===== src/rtl/instr_fetch_unit.sv =====
// Instruction fetch unit: one-outstanding-request fetcher feeding an IF/ID register.
// An IF/ID slot plus a one-entry skid register form a two-instruction buffer, so a
// completed fetch is never lost while decode is stalled. Redirects discard in-flight
// data; a request already on the bus is allowed to finish and its data is dropped.
module instr_fetch_unit #(
  parameter logic [63:0] RESET_PC = 64'h0
) (
  input  logic        clk,
  input  logic        reset_n,
  output logic        imem_req,
  output logic [63:0] imem_addr,
  input  logic        imem_ack,
  input  logic [31:0] imem_rdata,
  input  logic        redirect,
  input  logic [63:0] redirect_pc,
  input  logic        id_ready,
  output logic        if_valid,
  output logic [63:0] if_pc,
  output logic [31:0] if_instr
);

  typedef enum logic [1:0] {
    StFetch,
    StWait,
    StDrop
  } state_t;

  state_t      r_state;
  logic [63:0] r_pc;
  logic [63:0] r_req_addr;
  logic        r_skid_valid;
  logic [63:0] r_skid_pc;
  logic [31:0] r_skid_instr;
  logic        r_if_valid;
  logic [63:0] r_if_pc;
  logic [31:0] r_if_instr;

  logic        w_ack;
  logic        w_slot_free;
  logic [63:0] w_pc_inc;
  logic [63:0] w_redirect_pc;
  logic        w_unused_rpc_lsb;

  // Request is gated by reset_n so it drops the instant reset asserts, and rises in
  // the very first cycle after release (state already sits in StFetch).
  assign imem_req         = reset_n & (r_state != StWait);
  assign imem_addr        = r_req_addr;
  assign w_ack            = imem_req & imem_ack;
  assign w_slot_free      = ~r_if_valid | id_ready;
  assign w_pc_inc         = r_pc + 64'd4;  // wraps modulo 2^64 by width
  assign w_redirect_pc    = {redirect_pc[63:2], 2'b00};
  assign w_unused_rpc_lsb = ^redirect_pc[1:0];

  assign if_valid = r_if_valid;
  assign if_pc    = r_if_pc;
  assign if_instr = r_if_instr;

  // Fetch FSM, PC, request address, skid and IF/ID register update.
  always_ff @(posedge clk or negedge reset_n) begin
    if (!reset_n) begin
      r_state      <= StFetch;
      r_pc         <= RESET_PC;
      r_req_addr   <= RESET_PC;
      r_skid_valid <= 1'b0;
      r_skid_pc    <= 64'h0;
      r_skid_instr <= 32'h0;
      r_if_valid   <= 1'b0;
      r_if_pc      <= 64'h0;
      r_if_instr   <= 32'h0;
    end else if (redirect) begin
      // Redirect wins over every other event: flush both buffer entries.
      r_if_valid   <= 1'b0;
      r_skid_valid <= 1'b0;
      r_pc         <= w_redirect_pc;
      unique case (r_state)
        StFetch: begin
          if (w_ack) begin
            // Request finished this edge; its data is discarded, start at the target.
            r_req_addr <= w_redirect_pc;
          end else begin
            // Request still on the bus; let it finish at the stale address.
            r_state <= StDrop;
          end
        end
        StWait: begin
          r_state    <= StFetch;
          r_req_addr <= w_redirect_pc;
        end
        StDrop: begin
          // Stale request still outstanding; only the target PC moves.
        end
        default: r_state <= StFetch;
      endcase
    end else begin
      unique case (r_state)
        StFetch: begin
          if (w_ack) begin
            r_pc <= w_pc_inc;
            if (w_slot_free) begin
              r_if_valid <= 1'b1;
              r_if_pc    <= r_req_addr;
              r_if_instr <= imem_rdata;
              r_req_addr <= w_pc_inc;
            end else begin
              // Decode stalled with a full slot: park the word and stop requesting.
              r_skid_valid <= 1'b1;
              r_skid_pc    <= r_req_addr;
              r_skid_instr <= imem_rdata;
              r_state      <= StWait;
            end
          end else if (id_ready) begin
            r_if_valid <= 1'b0;
          end
        end
        StWait: begin
          if (id_ready) begin
            r_if_valid   <= 1'b1;
            r_if_pc      <= r_skid_pc;
            r_if_instr   <= r_skid_instr;
            r_skid_valid <= 1'b0;
            r_req_addr   <= r_pc;
            r_state      <= StFetch;
          end
        end
        StDrop: begin
          if (w_ack) begin
            r_req_addr <= r_pc;
            r_state    <= StFetch;
          end
        end
        default: r_state <= StFetch;
      endcase
    end
  end

endmodule


===== config.mk =====
export PLATFORM = sky130hd
export DESIGN_NAME = instr_fetch_unit
export DESIGN_NICKNAME = d
export VERILOG_FILES = /design/src/rtl/instr_fetch_unit.sv
export SDC_FILE = /design/constraint.sdc
export NUM_CORES = 1
export LEC_CHECK = 0
export ABC_AREA = 1
export CAP_MARGIN = 20
export CORE_MARGIN = 3
export CORE_UTILIZATION = 49
export DETAILED_ROUTE_END_ITERATION = 6
export GPL_TIMING_DRIVEN = 0
export HOLD_SLACK_MARGIN = 0.1
export PLACE_DENSITY = 0.77
export SLEW_MARGIN = 0
export SYNTH_ARGS = -nofsm -noshare
export SYNTH_HDL_FRONTEND = slang
export SYNTH_SLANG_ARGS = --single-unit

===== constraint.sdc =====
create_clock -name clk -period 2 [get_ports clk]
set_input_delay 0.2 -clock clk [delete_from_list [all_inputs] [get_ports clk]]
set_output_delay 0.2 -clock clk [all_outputs]
set_load 0.1 [all_outputs]

==> impl_summary.txt <==
----------------------------------------------------
[Run status]
  Run status ... finished with violations
  Failing checks ... hold timing, setup timing

[Clock network]
  Clock slew at the register clock pins of the worst setup and hold paths ... 70 ps
  CTS tree ... done
  Clock Sinks ... around 320
  Clock Latency Late Sink ... around 540 ps
  H-tree depth ... 2
  Total CTS buffers ... 36
  Clock root buffer ... sky130_fd_sc_hd__clkbuf_16
  Worst-case clock buffer depth ... 3

[Logic synthesis]
  Distinct cell type count of the synthesized netlist ... 37
  Register bit total from synthesis ... ~320
  Share of flip-flops with an asynchronous set or reset after synthesis ... 1.00
  Number of instances in the synthesized netlist ... 2060
  Primary flip-flop cell chosen by synthesis mapping ... sky130_fd_sc_hd__dfrtp_1
  Average footprint of a synthesized cell ... about 8 µm²
  Post-synth EDFFs ... 0
  Warning count from the yosys run ... 0
  Seq/Total Area, Yosys ... 0.482
  Area of the mapped netlist ... 0.0165 mm²
  Mapped Nets ... 2165

[GRT]
  Number of antenna violations at the first check in global routing ... 1
  Number of global-route vias before repair ... 17500
  Wire length of the first global-routing pass ... just over 100000 µm
  Final global-route overflow total ... 0
  Maximum number of pins on one net before global-route repair ... 122
  Overall routing resource usage ... 0.375

[Critical path]
  Critical path endpoint category ... flip-flop
  Crit start category ... flip-flop
  Type of the setup path with the least slack ... reg2reg
  Data required time at the worst endpoint ... 2400 ps
  Highest net fanout along the worst path ... 5
  Top delay family on crit path ... buffers and inverters
  Endpoint arrival time on the critical path ... 2770 ps
  Worst-path cell chain ... inv_1, ha_4, inv_8, o21ai_4, nand3_1, nand4_1, buf_6, clkinv_8, buf_8, buf_6, nor2_1, a21oi_2
  Critical Path Max Stage Delay ... 440 ps
  Most frequent CP cell ... sky130_fd_sc_hd__buf_6
  Slowest stage cell on the critical path ... sky130_fd_sc_hd__dfrtp_1
  Number of buffer and inverter instances along the worst setup path ... 6

[Routing]
  Pre-antenna DRT Iters ... 6
  Detail Route met2 WL ... between 30000 and 40000 µm
  Wirelength per Cell ... between 20 and 30 µm
  ANT nets after route ... 0
  Post-route DRC ... 0
  Total wire length ... 74700 µm
  Violation count after the first detailed-routing iteration ... 2047
  Via-to-Cell Ratio ... 6.20
  Vias post-DR ... about 18000
  Highest layer used for signal routing ... met5
  WL met3 ... 7620 µm
  WL met1 ... 27900 µm

[Final layout]
  Most frequent cells in the layout ... sky130_fd_sc_hd__nand2_1, sky130_fd_sc_hd__dfrtp_1, sky130_fd_sc_hd__nor2_1, sky130_fd_sc_hd__inv_1, sky130_fd_sc_hd__clkdlybuf4s50_1
  Final layout net count ... 2560
  Synth-to-layout area growth ... 51.1%
  Fraction of final layout cells sized beyond drive strength 1 ... 0.285
  Number of antenna cells inserted ... 0
  Most frequent standard cell in the layout excluding fill and tap cells ... sky130_fd_sc_hd__nand2_1
  Core utilization of the finished layout ... 0.759
  Final Instance Count excl. Fillers ... ~3000

[Run]
  Max-capacitance violation count ... 0

[Pwr]
  Leakage power ... 11.2 nW
  Highest ir drop seen on vdd ... 1.49 mV
  Total power density per cell area ... 1920 mW/mm²

[Floorplanning]
  DIE WIDTH ... 190 µm
  Initial core utilization ... 0.502
  Die Area ... roughly 0.036 mm²
  Placement Rows ... 66
  Height of the chip ... 190 µm
  Count of pins on the block boundary ... 263
  Core Region ... around 0.033 mm²

[STA]
  Hold WS ... -337 ps
  Maximum achievable frequency ... 421 MHz
  Worst-Margin Slew ... 1030 ps
  Pins over their slew limit ... 0
  Final TNS setup ... -63640 ps
  PnR worst setup slack ... -377 ps
  Final worst path period share ... 1.19
  Final number of hold-violating endpoints ... 83
  Final Setup Violations ... roughly 330
  Layout Skew ... 25.1 ps
  Worst max-slew margin expressed relative to the limit ... 0.318
  Unrepaired setup endpoints after global routing ... true
  Clock period minus final worst setup slack ... around 2400 ps

[Placed design]
  HPWL after detailed placement ... 43900 µm
  Placer's final routability congestion estimate ... 1.00
  # placed instances ... roughly 2800
  Port Buffers ... 260
  Worst setup slack before clock tree synthesis ... -661 ps

[Worst hold path]
  Type of the most critical hold path ... in2async

----------------------------------------------------
==> registers in the layout, indices dropped and copies added, names as in the netlist <==
| register | count |
|---|---|
| if_pc | 63 |
| imem_addr | 63 |
| r_skid_pc | 63 |
| r_pc | 62 |
| if_instr | 32 |
| r_skid_instr | 32 |
| r_state | 2 |
| if_valid | 1 |
==> metal layers <==
layer / global-route usage / vias up
met5: 0 / -
li1: - / 7603
met4: 0.131 / 2
met2: 0.617 / 1284
met3: 0.0665 / 351
met1: 0.501 / 8877
==> kinds of logic (layout without fill, tap and decap cells) <==
logic type / count (synthesis) / after routing / synth area share
AO/OA/AOI/OAI: 384 / 384 / 0.133
XOR/XNOR: 24 / 24 / 0.0127
adder cells (fa/ha/maj): 4 / 4 / 0.00303
buffers and inverters: 242 / 660 / 0.0626
flip-flops: 318 / 318 / 0.482
multiplexers: 94 / 94 / 0.0664
AND/OR/NAND/NOR: 994 / 994 / 0.240
==> synthesized netlist by cell type (7+ instances only) <==
master,n,area share
sky130_fd_sc_hd__nand2_1,562,0.13
sky130_fd_sc_hd__nor2_1,334,0.076
sky130_fd_sc_hd__dfrtp_1,318,0.48
sky130_fd_sc_hd__a21oi_1,144,0.044
sky130_fd_sc_hd__inv_1,123,0.028
sky130_fd_sc_hd__a31oi_1,122,0.046
sky130_fd_sc_hd__mux2_2,78,0.053
sky130_fd_sc_hd__nand3_1,61,0.019
sky130_fd_sc_hd__o21ai_0,60,0.018
sky130_fd_sc_hd__clkbuf_1,55,0.013
sky130_fd_sc_hd__buf_2,40,0.012
sky130_fd_sc_hd__a22oi_1,36,0.016
sky130_fd_sc_hd__xor2_1,24,0.013
sky130_fd_sc_hd__nand4_1,13,0.0049
sky130_fd_sc_hd__mux2_4,10,0.0091
sky130_fd_sc_hd__o21ai_1,9,0.0027
sky130_fd_sc_hd__buf_1,7,0.0016
sky130_fd_sc_hd__buf_6,7,0.0048
sky130_fd_sc_hd__nor2_2,7,0.0027
sky130_fd_sc_hd__o211ai_1,7,0.0032
==> repair_timing <==
action	4_1_cts	5_1_grt
buffers inserted	69	22
resized for setup	651	362
endpoints found under the setup margin	445	357
cloned	33	4
endpoints found under the hold margin	83	83
pin swaps	25	22
==> worst paths after layout <==
check	endpoint	cells past startpoint	slack, ps	from
worst max register to register	imem_addr[26]	12	-380	r_state[0]
max in group asynchronous	if_pc[54]	2	1230	reset_n
min in group clk	imem_addr[7]	3	260	redirect_pc[7]
worst min-delay path	if_instr[22]	1	-340	reset_n
worst min register to register	r_skid_pc[4]	1	500	r_skid_pc[4]
worst max-delay path	imem_addr[26]	12	-380	r_state[0]
==> cell type report <==
class                      instances  area [µm²]
clock inverter                     9         106
sequential                       318        7960
tap                              442         553
timing repair buffer             371        4260
inverter                         127         514
fill                            2137        7940
multi-input combinational       1500        9490
buffer                           101        1020
clock buffer                      52        1030
==> stage by stage <==
step                total power, W  cell area (µm²)
finish                      0.0478            24900
global route                0.0492            24900
CTS                         0.0447            23700
detailed placement          0.0349            19800
global placement            0.0345            19800
floorplan                   0.0284            16600
==> power breakdown <==
| group | internal (W) | switching (W) | leakage (nW) | total [W] |
|---|---|---|---|---|
| sequential | 0.00913 | 0.00286 | 3.75 | 0.0120 |
| clock | 0.00385 | 0.00279 | 0.561 | 0.00664 |
| combinational | 0.00845 | 0.0207 | 6.85 | 0.0291 |
| total | 0.0214 | 0.0263 | 11.2 | 0.0478 |
(Power assumes the default switching activity.)
